File: config.mk
export PLATFORM = sky130hd
export DESIGN_NAME = dff_pipe
export DESIGN_NICKNAME = d
export VERILOG_FILES = /design/src/rtl/dff_pkg.sv /design/src/rtl/dff_stage.sv /design/src/rtl/dff_pipe.sv
export SDC_FILE = /design/constraint.sdc
export NUM_CORES = 1
export LEC_CHECK = 0
export CORE_ASPECT_RATIO = 1.4
export CORE_MARGIN = 3
export CORE_UTILIZATION = 56
export CTS_BUF_LIST = sky130_fd_sc_hd__clkbuf_4 sky130_fd_sc_hd__clkbuf_8
export DETAILED_ROUTE_END_ITERATION = 8
export GPL_TIMING_DRIVEN = 1
export PLACE_DENSITY = 0.81
export SLEW_MARGIN = 20
export SYNTH_ARGS = -nofsm -noshare
export SYNTH_HDL_FRONTEND = slang
export SYNTH_HIERARCHICAL = 1
export SYNTH_SLANG_ARGS = --single-unit
File: constraint.sdc
create_clock -name clk -period 0.8 [get_ports clk]
set_input_delay 0.08 -clock clk [delete_from_list [all_inputs] [get_ports clk]]
set_output_delay 0.08 -clock clk [all_outputs]
set_load 0.03 [all_outputs]
File: src/rtl/dff_pkg.sv
// Shared constants and helpers for the dff_pipe delay-line family.
package dff_pkg;

  // Polarity selectors for the EN_ACT_LOW parameter of dff_pipe.
  localparam bit EN_ACT_HIGH = 1'b0;
  localparam bit EN_ACT_LOW  = 1'b1;

  // Width of an in-flight counter that must represent 0..depth inclusive.
  function automatic int unsigned occ_width(input int unsigned depth);
    return $clog2(depth + 1);
  endfunction

endpackage

File: src/rtl/dff_stage.sv
// One pipeline stage: WIDTH-bit data register plus its valid bit.
module dff_stage #(
  parameter int unsigned      WIDTH   = 8,
  parameter logic [WIDTH-1:0] RST_VAL = '0
) (
  input  logic             clk,
  input  logic             rst,
  input  logic             flush,
  input  logic             adv,
  input  logic             in_valid,
  input  logic [WIDTH-1:0] d,
  output logic [WIDTH-1:0] q,
  output logic             q_valid
);

  logic [WIDTH-1:0] data_q;
  logic             valid_q;

  // Flush only clears validity; data keeps its last value.
  always_ff @(posedge clk) begin
    if (rst) begin
      data_q  <= RST_VAL;
      valid_q <= 1'b0;
    end else if (flush) begin
      valid_q <= 1'b0;
    end else if (adv) begin
      data_q  <= d;
      valid_q <= in_valid;
    end
  end

  assign q       = data_q;
  assign q_valid = valid_q;

endmodule

File: src/rtl/dff_pipe.sv
// Stallable DEPTH-stage delay line with per-stage valid and synchronous flush.
// Define DFF_PIPE_OCC_EN to add the occ in-flight entry counter port.
module dff_pipe #(
  parameter int unsigned      WIDTH      = 8,
  parameter int unsigned      DEPTH      = 4,
  parameter logic [WIDTH-1:0] RST_VAL    = '0,
  parameter bit               EN_ACT_LOW = dff_pkg::EN_ACT_HIGH
) (
  input  logic                                     clk,
  input  logic                                     rst,
  input  logic                                     en,
  input  logic                                     flush,
  input  logic                                     in_valid,
  input  logic [WIDTH-1:0]                         d,
`ifdef DFF_PIPE_OCC_EN
  output logic [dff_pkg::occ_width(DEPTH)-1:0]     occ,
`endif
  output logic [WIDTH-1:0]                         q,
  output logic                                     q_valid
);

  if (DEPTH < 1) begin : g_depth_check
    $error("dff_pipe: DEPTH must be at least 1");
  end

  logic                 adv;
  logic [WIDTH-1:0]     data [DEPTH];
  logic [DEPTH-1:0]     valid;

  assign adv = (EN_ACT_LOW == dff_pkg::EN_ACT_LOW) ? ~en : en;

  for (genvar i = 0; i < DEPTH; i++) begin : g_stage
    logic [WIDTH-1:0] stage_d;
    logic             stage_v;

    if (i == 0) begin : g_head
      assign stage_d = d;
      assign stage_v = in_valid;
    end else begin : g_body
      assign stage_d = data[i-1];
      assign stage_v = valid[i-1];
    end

    dff_stage #(
      .WIDTH   (WIDTH),
      .RST_VAL (RST_VAL)
    ) u_stage (
      .clk      (clk),
      .rst      (rst),
      .flush    (flush),
      .adv      (adv),
      .in_valid (stage_v),
      .d        (stage_d),
      .q        (data[i]),
      .q_valid  (valid[i])
    );
  end

  assign q       = data[DEPTH-1];
  assign q_valid = valid[DEPTH-1];

`ifdef DFF_PIPE_OCC_EN
  localparam int unsigned OccW = dff_pkg::occ_width(DEPTH);

  logic [OccW-1:0] occ_q, occ_d;

  // Modular arithmetic is safe: a full pipe always retires when it accepts.
  always_comb begin
    occ_d = occ_q;
    if (flush) begin
      occ_d = '0;
    end else if (adv) begin
      occ_d = occ_q + OccW'(in_valid) - OccW'(valid[DEPTH-1]);
    end
  end

  always_ff @(posedge clk) begin
    if (rst) begin
      occ_q <= '0;
    end else begin
      occ_q <= occ_d;
    end
  end

  assign occ = occ_q;

`ifndef SYNTHESIS
  occ_matches_valid: assert property (@(posedge clk) disable iff (rst)
    int'(occ_q) == $countones(valid));
`endif
`endif

endmodule

==> impl_results.md, run 1 <==
* Status: finished with violations
* Violated checks: setup timing
* Worst skew pair latency at 340 ps
* Hold path endpoint: g_stage[0].u_stage/q[5]$_SDFFE_PP0P_
* RSZ-0062 raised after global routing: yes
* Max Transition Viols Final at 0
* Synth Net Count at 165
* Wire length per cell at 15.6 um
* Leakage at 0.000803 uW
* Routed Antenna Nets at 0
* Worst path bufs/invs at 1
* Fmax at 1100 MHz
* Worst reg2reg path depth at 3
* Req. time, crit path at 720 ps
* Max VDD drop at 0.00130 V
* Multi-input logic area at 836 um2
* Crit end category: output pin
* Synth-to-Final Area Change at 33.9%
* GR Util All Layers at 21.7%
* Via count at 1299
* Yosys warnings at 6
* Critical Path AT at 830 ps
* Launch point of the worst reg-to-reg path: g_stage[3].u_stage/q_valid$_SDFFE_PP0P_
* CP Cell Sequence: buf_6
* CTS sink cnt at 36
* Startpoint types: register
* Nets at 204
* Clk pwr share at 30.9%
* Pwr Density at 1530 mW/mm2
* DRT iter0 DRCs at 33
* Psw at 787 uW
* Final WS setup at -112 ps
* Sequential cell area at 732 um2
* Io pins at 22
* Number of max-cap violations at 0
* FP Rows at 22
* Pre-antenna DRT Iters at 4
* Min Tclk post-route at 912 ps
* Share of layout cells above drive strength 1 at 25.5%
* Clock tree buffer depth at 2
* First-pass GRT wire length at 5730 um
* Vias in the first global route at 1217
* Path category of the worst min-delay check: input pin to register
* CTS Root Cell: clkbuf_4
* Initial Util at 60.2%
* CP delay by family, top: flip-flops
* CP Class: register to output pin
* Die area at 0.00356 mm2
* Max-slew headroom at 82.9%
* Syn Area/Cell at 10.6 um2
* #FFs+latches synth at 36
* Core Area at 0.00267 mm2
* Slowest Stage Delay on Critical Path at 360 ps
* Final wirelength at 3560 um
* Syn Inst Count at 152
* Slew @ Worst Pin at 256 ps
* Post-synthesis sequential area ratio at 44.9%
* Synth unique cells at 9
* Hold-fix buffers, CTS at 0
* Internal power at 2500 uW
* Die height at 69.4 um
* Drt drc at 0
* Initial antenna violation count at 0
* WHS at 314 ps
* CTS tree: done
* Slowest CP cell: dfxtp_2
* Area of placed instances at 0.00189 mm2
* Commonest cells after routing, fill and taps aside: nand2b_1, nand4bb_1, o21ai_1, dfxtp_1
* Seq pwr share at 56.0%
* Final worst path period share at 114%
* Grt ovf at 0
* Max H-tree Level at 2
* Min-delay src: d[5]
* Final Hold Viols at 0
* Reg-to-reg endpoint: g_stage[3].u_stage/q_valid$_SDFFE_PP0P_
* Number of port buffers at 21
* Routability cong. at 0.685
* Combinational share of power at 13.1%
* Sum Neg Setup Slack at -890 ps
* Vias per inst at 5.70
* Post-Syn Area at 0.00161 mm2
* Reg2Reg Setup Slack at 60 ps
* Finished Cell Area at 0.00215 mm2
* Die Wd at 51.3 um
* Overall power at 3290 uW
* CTS clk-pin slew, worst paths at 110 ps
* Fill cells at 174
* Largest net degree at the start of global routing at 38
* Critical path fanouts, max at 2
* Ant diodes at 0
* DP HPWL at 1850 um
* Hold path cells at 3
* Total CTS buffers at 5
* Switch share at 23.9%
* Clock skew at 2.83 ps
* Post-layout util at 80.6%
* Setup violations, final at 9
sequential cells by signal (all words and copies together) (netlist names):
| signal | count |
|---|---|
| g_stage.u_stage/q | 32 |
| g_stage.u_stage/q_valid | 4 |
metal layers:
metal / GRT usage (%) / up-vias / wire (um)
met5: 0 / - / 0
met1: 24.8 / 607 / 1460
met4: 10.8 / 0 / 130
met3: 7.74 / 13 / 160
met2: 35.0 / 39 / 1810
li1: - / 640 / -
how the worst max path moves through the flow:
stage                                         endpoint  cells past startpoint                               startpoint
3_3_place_gp      g_stage[1].u_stage/q[4]$_SDFFE_PP0P_                      4                                       en
6_report                                       q_valid                      1  g_stage[3].u_stage/q_valid$_SDFFE_PP0P_
2_1_floorplan  g_stage[3].u_stage/q_valid$_SDFFE_PP0P_                      2  g_stage[3].u_stage/q_valid$_SDFFE_PP0P_
4_1_cts                                           q[4]                      1     g_stage[3].u_stage/q[4]$_SDFFE_PP0P_
3_5_place_dp      g_stage[1].u_stage/q[6]$_SDFFE_PP0P_                      5                                       en
5_1_grt                                           q[3]                      1     g_stage[3].u_stage/q[3]$_SDFFE_PP0P_
what timing repair did:
item | CTS | global route
setup endpoints to repair | 41 | 37
buffers inserted | 3 | 5
cloned | 2 | 1
gates resized for setup | 21 | 2
pin swaps | 0 | 1
worst min-delay path: cells and delay by family:
kind / cells / cell delay, ps
and+or+nand+nor: 1 / 90
buffers and inverters: 1 / 400
AOI/OAI and AO/OA: 1 / 60
layout make-up:
| cell class | count | share of cell area, % |
|---|---|---|
| clock buffer | 6 | 2.39 |
| clock inverter | 2 | 0.465 |
| multi-input combinational | 108 | 38.9 |
| sequential | 36 | 34.0 |
| tap | 36 | 2.09 |
| timing repair buffer | 40 | 22.2 |
power by group through the flow:
| stage | logic (uW) | clock network [uW] | registers [uW] |
|---|---|---|---|
| 2_1_floorplan | 195 | 0 | 1880 |
| 3_3_place_gp | 353 | 0 | 1880 |
| 3_5_place_dp | 360 | 0 | 1880 |
| 4_1_cts | 410 | 1030 | 1840 |
| 5_1_grt | 461 | 1120 | 1840 |
| 6_report | 431 | 1020 | 1840 |
synthesized netlist by cell type (all sizes together):
cell type | count | area share [%]
buf | 8 | 3.1
dfxtp | 36 | 45
o21ai | 32 | 10
nor3 | 4 | 1.2
nand2b | 32 | 12
mux2i | 4 | 2.5
nor2b | 4 | 3.4
nand4bb | 32 | 22
through the flow:
step                std cells  setup slack, ps
CTS                       223             -109
global placement          210             -400
global route              228             -162
detailed placement        210             -437
floorplan                 152             24.0
finish                    228             -112
cell families (layout without fill, tap and decap cells):
logic type      Yosys count  in the layout  synth area share (%)
buf+inv                   8             48                  3.12
mux                       4              4                  2.49
simple gates             72             72                  39.6
compound gates           32             32                  9.97
flops                    36             36                  44.9
No activity file was read; power rests on OpenSTA's default activity.
==> run 2, diff against run 1 <==
Settings changed: CORE_UTILIZATION 56 to 40, PLACE_DENSITY 0.81 to not set.
==> run 2 against run 1 <==
Net effect: the run still ends with setup timing left; critical path depth stayed put; clock-buffer cell count is 1 higher; die area is 36% higher; flip-flop and latch count unchanged; clock power grew 34%; critical endpoint is now q[4]; largest cell class unchanged; largest power group unchanged.
==> impl_results.md, run 2 (same netlist as run 1, synthesis figures left out) <==
* Vias per inst at 5.33
* Final wirelength at 3330 um
* Max H-tree Level at 2
* Combinational share of power at 11.5%
* Die Wd at 59.6 um
* CTS sink cnt at 36
* First-pass GRT wire length at 5560 um
* Clock skew at 3.25 ps
* Violated checks: setup timing
* CTS clk-pin slew, worst paths at 70 ps
* Setup violations, final at 9
* DP HPWL at 1800 um
* CTS Root Cell: clkbuf_8
* CTS tree: done
* Commonest cells after routing, fill and taps aside: nand2b_1, nand4bb_1, o21ai_1, dfxtp_1
* Via count at 1211
* Clock tree buffer depth at 2
* Initial Util at 42.9%
* Pre-antenna DRT Iters at 4
* Die area at 0.00482 mm2
* Final WS setup at -27.4 ps
* Die height at 81.0 um
* Core Area at 0.00374 mm2
* RSZ-0062 raised after global routing: yes
* Seq pwr share at 50.7%
* Number of max-cap violations at 0
* Status: finished with violations
* Max reg flops at 32
* Synth-to-Final Area Change at 33.2%
* Total CTS buffers at 5
* Final worst path period share at 103%
* Ant diodes at 0
* Finished Cell Area at 0.00214 mm2
* CP delay by family, top: flip-flops
* Largest net degree at the start of global routing at 35
* Crit end category: output pin
* Max VDD drop at 0.00145 V
* Max Transition Viols Final at 0
* Internal power at 2840 uW
* Hold-fix buffers, CTS at 0
* Startpoint types: register
* Drt drc at 0
* Share of layout cells above drive strength 1 at 22.7%
* Max-slew headroom at 79.2%
* Fin cells at 227
* Initial antenna violation count at 0
* Leakage at 0.000777 uW
* CP Cell Sequence: buf_6
* Routability cong. at 0.635
* Worst skew pair latency at 280 ps
* Pwr Density at 1700 mW/mm2
* Launch point of the worst reg-to-reg path: g_stage[3].u_stage/q[6]$_SDFFE_PP0P_
* Fmax at 1210 MHz
* Worst path bufs/invs at 1
* Area of placed instances at 0.00188 mm2
* Req. time, crit path at 720 ps
* Number of port buffers at 21
* Nets at 198
* Sum Neg Setup Slack at -179 ps
* Psw at 791 uW
* Critical Path AT at 750 ps
* Slew @ Worst Pin at 314 ps
* WHS at 374 ps
* Routed Antenna Nets at 0
* Io pins at 22
* Clk pwr share at 37.9%
* Post-layout util at 57.2%
* DRT iter0 DRCs at 11
* Switch share at 21.8%
* CP Class: register to output pin
* Slowest Stage Delay on Critical Path at 340 ps
* FP Rows at 26
* Wire length per cell at 14.7 um
* DP Cell Count at 213
* Min Tclk post-route at 827 ps
* Vias in the first global route at 1212
* Critical path fanouts, max at 2
* Slowest CP cell: dfxtp_2
* Final Hold Viols at 0
* Min-delay src: d[7]
* First element of the critical path: g_stage[3].u_stage/q[4]$_SDFFE_PP0P_
* Path category of the worst min-delay check: input pin to register
* GR Util All Layers at 15.5%
* Grt ovf at 0
run 2: repair_timing:
action	4_1_cts	5_1_grt
setup endpoints to repair	45	11
gates resized for setup	21	1
gates cloned	3	0
setup buffers	3	1
pin swaps	0	0
run 2: path summary, 6_finish.rpt:
kind | to | depth (start not counted) | slack, ps
setup / recovery | q[4] | 1 | -30
hold / removal | g_stage[0].u_stage/q[7]$_SDFFE_PP0P_ | 3 | 370
setup reg to reg | g_stage[3].u_stage/q[6]$_SDFFE_PP0P_ | 4 | 20
hold reg to reg | g_stage[1].u_stage/q[5]$_SDFFE_PP0P_ | 2 | 460
run 2: per-layer routing:
metal	up-vias	part of all wire, %	global-route usage (%)
li1	623	-	-
met4	0	1.6	5.32
met5	-	0	0
met3	5	4.4	4.77
met1	558	45	17.4
met2	25	49	27.0
run 2: cell type report:
class / instances / area, um2
sequential: 36 / 732
clock buffer: 7 / 96.3
timing repair buffer: 34 / 423
tap: 42 / 52.6
fill: 323 / 1600
multi-input combinational: 108 / 836
run 2: worst reg2reg max path, stage by stage, from the launching register on:
cell and delay, ps:
dfxtp_2 330, buf_4 120, buf_4 120, nand2b_1 60, o21ai_1 50
run 2: through the flow:
step | total power, uW | setup slack (ps)
floorplan | 2070 | 24.0
global placement | 2220 | -429
detailed placement | 2230 | -452
CTS | 3670 | -37.0
global route | 3760 | -55.8
finish | 3630 | -27.4
run 2: power by group through the flow:
stage | clock [uW] | sequential (uW) | combinational (uW)
global route | 1480 | 1840 | 443
global placement | 0 | 1880 | 345
floorplan | 0 | 1880 | 195
CTS | 1410 | 1840 | 421
detailed placement | 0 | 1880 | 352
finish | 1370 | 1840 | 416
==> run 3, diff against run 2 <==
Settings changed: CTS_CLUSTER_SIZE set to 40, PLACE_DENSITY set to 0.64.
Clock period 0.8 ns to 0.95 ns, I/O delays scaled along.
==> run 3 against run 2 <==
Net effect: the run now ends clean; total power decreased by 9.4%; routed wire length down 16%; first-iteration DRC count rose by 140%; sequential power is 16% lower; critical path depth increased by 3; critical endpoint is now g_stage[1].u_stage/q_valid$_SDFFE_PP0P_; final cell count shrank 1.3%; highest routed layer unchanged.
==> impl_results.md, run 3 (same netlist as run 1, synthesis figures left out) <==
* Status: completed
* Worst skew pair latency at 280 ps
* Io pins at 22
* Die height at 81.0 um
* Initial Util at 42.9%
* Startpoint types: input pin
* Final worst path period share at 94.8%
* Ant diodes at 0
* Fmax at 1110 MHz
* Commonest cells after routing, fill and taps aside: dfxtp_1, nand2b_1, nand4bb_1, o21ai_1, buf_4
* CTS Root Cell: clkbuf_8
* Hold path cells at 3
* Drt drc at 0
* DP HPWL at 1890 um
* Min-delay src: d[2]
* Most common cell after layout, fill and taps aside: dfxtp_1
* Max-slew headroom at 86.5%
* GR Util All Layers at 13.0%
* Die area at 0.00482 mm2
* CP Class: input pin to register
* Nets at 194
* Routed Antenna Nets at 0
* Reg-to-reg endpoint: g_stage[1].u_stage/q_valid$_SDFFE_PP0P_
* Slowest Stage Delay on Critical Path at 490 ps
* Slew @ Worst Pin at 202 ps
* Die Wd at 59.6 um
* Grt ovf at 0
* Final wirelength at 2800 um
* Clock skew at 1.98 ps
* Synth-to-Final Area Change at 25.7%
* Vias per inst at 5.32
* Req. time, crit path at 1130 ps
* Area of placed instances at 0.00189 mm2
* Final Hold Viols at 0
* Hold path endpoint: g_stage[0].u_stage/q[2]$_SDFFE_PP0P_
* Initial antenna violation count at 0
* Routability cong. at 0.637
* Postcts setup bufs at 0
* Critical path fanouts, max at 15
* Max reg flops at 32
* Wire length per cell at 12.5 um
* Max Transition Viols Final at 0
* Clock tree buffer depth at 2
* Worst reg2reg path depth at 2
* Largest net degree at the start of global routing at 48
* Sum Neg Setup Slack at 0 ps
* Core Area at 0.00374 mm2
* RSZ-0062 raised after global routing: yes
* Number of port buffers at 21
* Finished Cell Area at 0.00202 mm2
* FP Rows at 26
* Setup violations, final at 0
* CTS tree: done
* CTS clk-pin slew, worst paths at 70 ps
* Crit end category: register
* Pwr Density at 1630 mW/mm2
* Max VDD drop at 0.00107 V
* Max H-tree Level at 2
* CP Cell Sequence: clkdlybuf4s50_1, buf_4, mux2i_1, nor3_1
* Leakage at 0.000713 uW
* Via count at 1191
* Number of max-cap violations at 0
* Pre-antenna DRT Iters at 4
* Total CTS buffers at 5
* Path category of the worst min-delay check: input pin to register
* Critical Path AT at 1080 ps
* Min Tclk post-route at 901 ps
* Launch point of the worst reg-to-reg path: g_stage[0].u_stage/q_valid$_SDFFE_PP0P_
* Overall power at 3290 uW
* DRT iter0 DRCs at 26
* CTS sink cnt at 36
* First-pass GRT wire length at 4840 um
* Share of layout cells above drive strength 1 at 16.5%
* Reg2Reg Setup Slack at 350 ps
* Vias in the first global route at 1089
* Slowest CP cell: clkdlybuf4s50_1
==> run 3: changes by cell type in the layout (fill, tap and decap cells not counted), moves of 2 or more <==
| cell | change |
|---|---|
| dfxtp_1 | +9 |
| clkdlybuf4s50_1 | +3 |
| dlygate4sd2_1 | -3 |
| buf_4 | +8 |
| dfxtp_2 | -9 |
| bufbuf_16 | -2 |
| buf_6 | -8 |
==> run 3: worst max-delay path, delay by kind of cell <==
kind	cells	cell delay (ps)
multiplexers	1	210
AND/OR/NAND/NOR	1	50
buffers and inverters	2	720
==> run 3: area by class of cell <==
cell class                 instances  area [um2]
clock buffer                       7        96.3
multi-input combinational        108         836
clock inverter                     1        30.0
timing repair buffer              30         284
tap                               42        52.6
sequential                        36         721
fill                             344        1720
==> run 3: worst max-delay path by stage <==
stage | start | endpoint | slack, ps
finish | en | g_stage[1].u_stage/q_valid$_SDFFE_PP0P_ | 50
global route | en | g_stage[0].u_stage/q_valid$_SDFFE_PP0P_ | -10
CTS | en | g_stage[1].u_stage/q[0]$_SDFFE_PP0P_ | 50
detailed placement | en | g_stage[3].u_stage/q[6]$_SDFFE_PP0P_ | -260
global placement | en | g_stage[2].u_stage/q[0]$_SDFFE_PP0P_ | -230
floorplan | g_stage[3].u_stage/q_valid$_SDFFE_PP0P_ | g_stage[3].u_stage/q_valid$_SDFFE_PP0P_ | 170
==> run 3: power breakdown <==
part / switching (uW) / total (uW) / internal (uW)
logic: 124 / 298 / 174
clock network: 514 / 1440 / 926
registers: 13.6 / 1550 / 1540
total: 652 / 3290 / 2630
==> run 3: timing repair <==
action                                  in CTS  in global routing
gates resized for setup                      0                  1
hold buffers                                 0                  0
endpoints found under the setup margin       0                 19
==> run 3: routing by layer <==
metal / up-vias / GRT usage (%) / wire length (um)
met1: 545 / 14.5 / 1270
met3: 6 / 3.82 / 131
met4: 0 / 5.99 / 49
met5: - / 0 / 0
met2: 27 / 22.4 / 1350
li1: 613 / - / -
==> run 3: metrics by stage <==
step	hold WS (ps)	worst slack, ps	util (%)	std cells
floorplan	174	174	-	152
global placement	452	-231	50.5	216
detailed placement	454	-262	50.5	216
CTS	382	47.5	53.9	224
global route	393	-12.6	54.0	224
finish	391	49.0	54.0	224
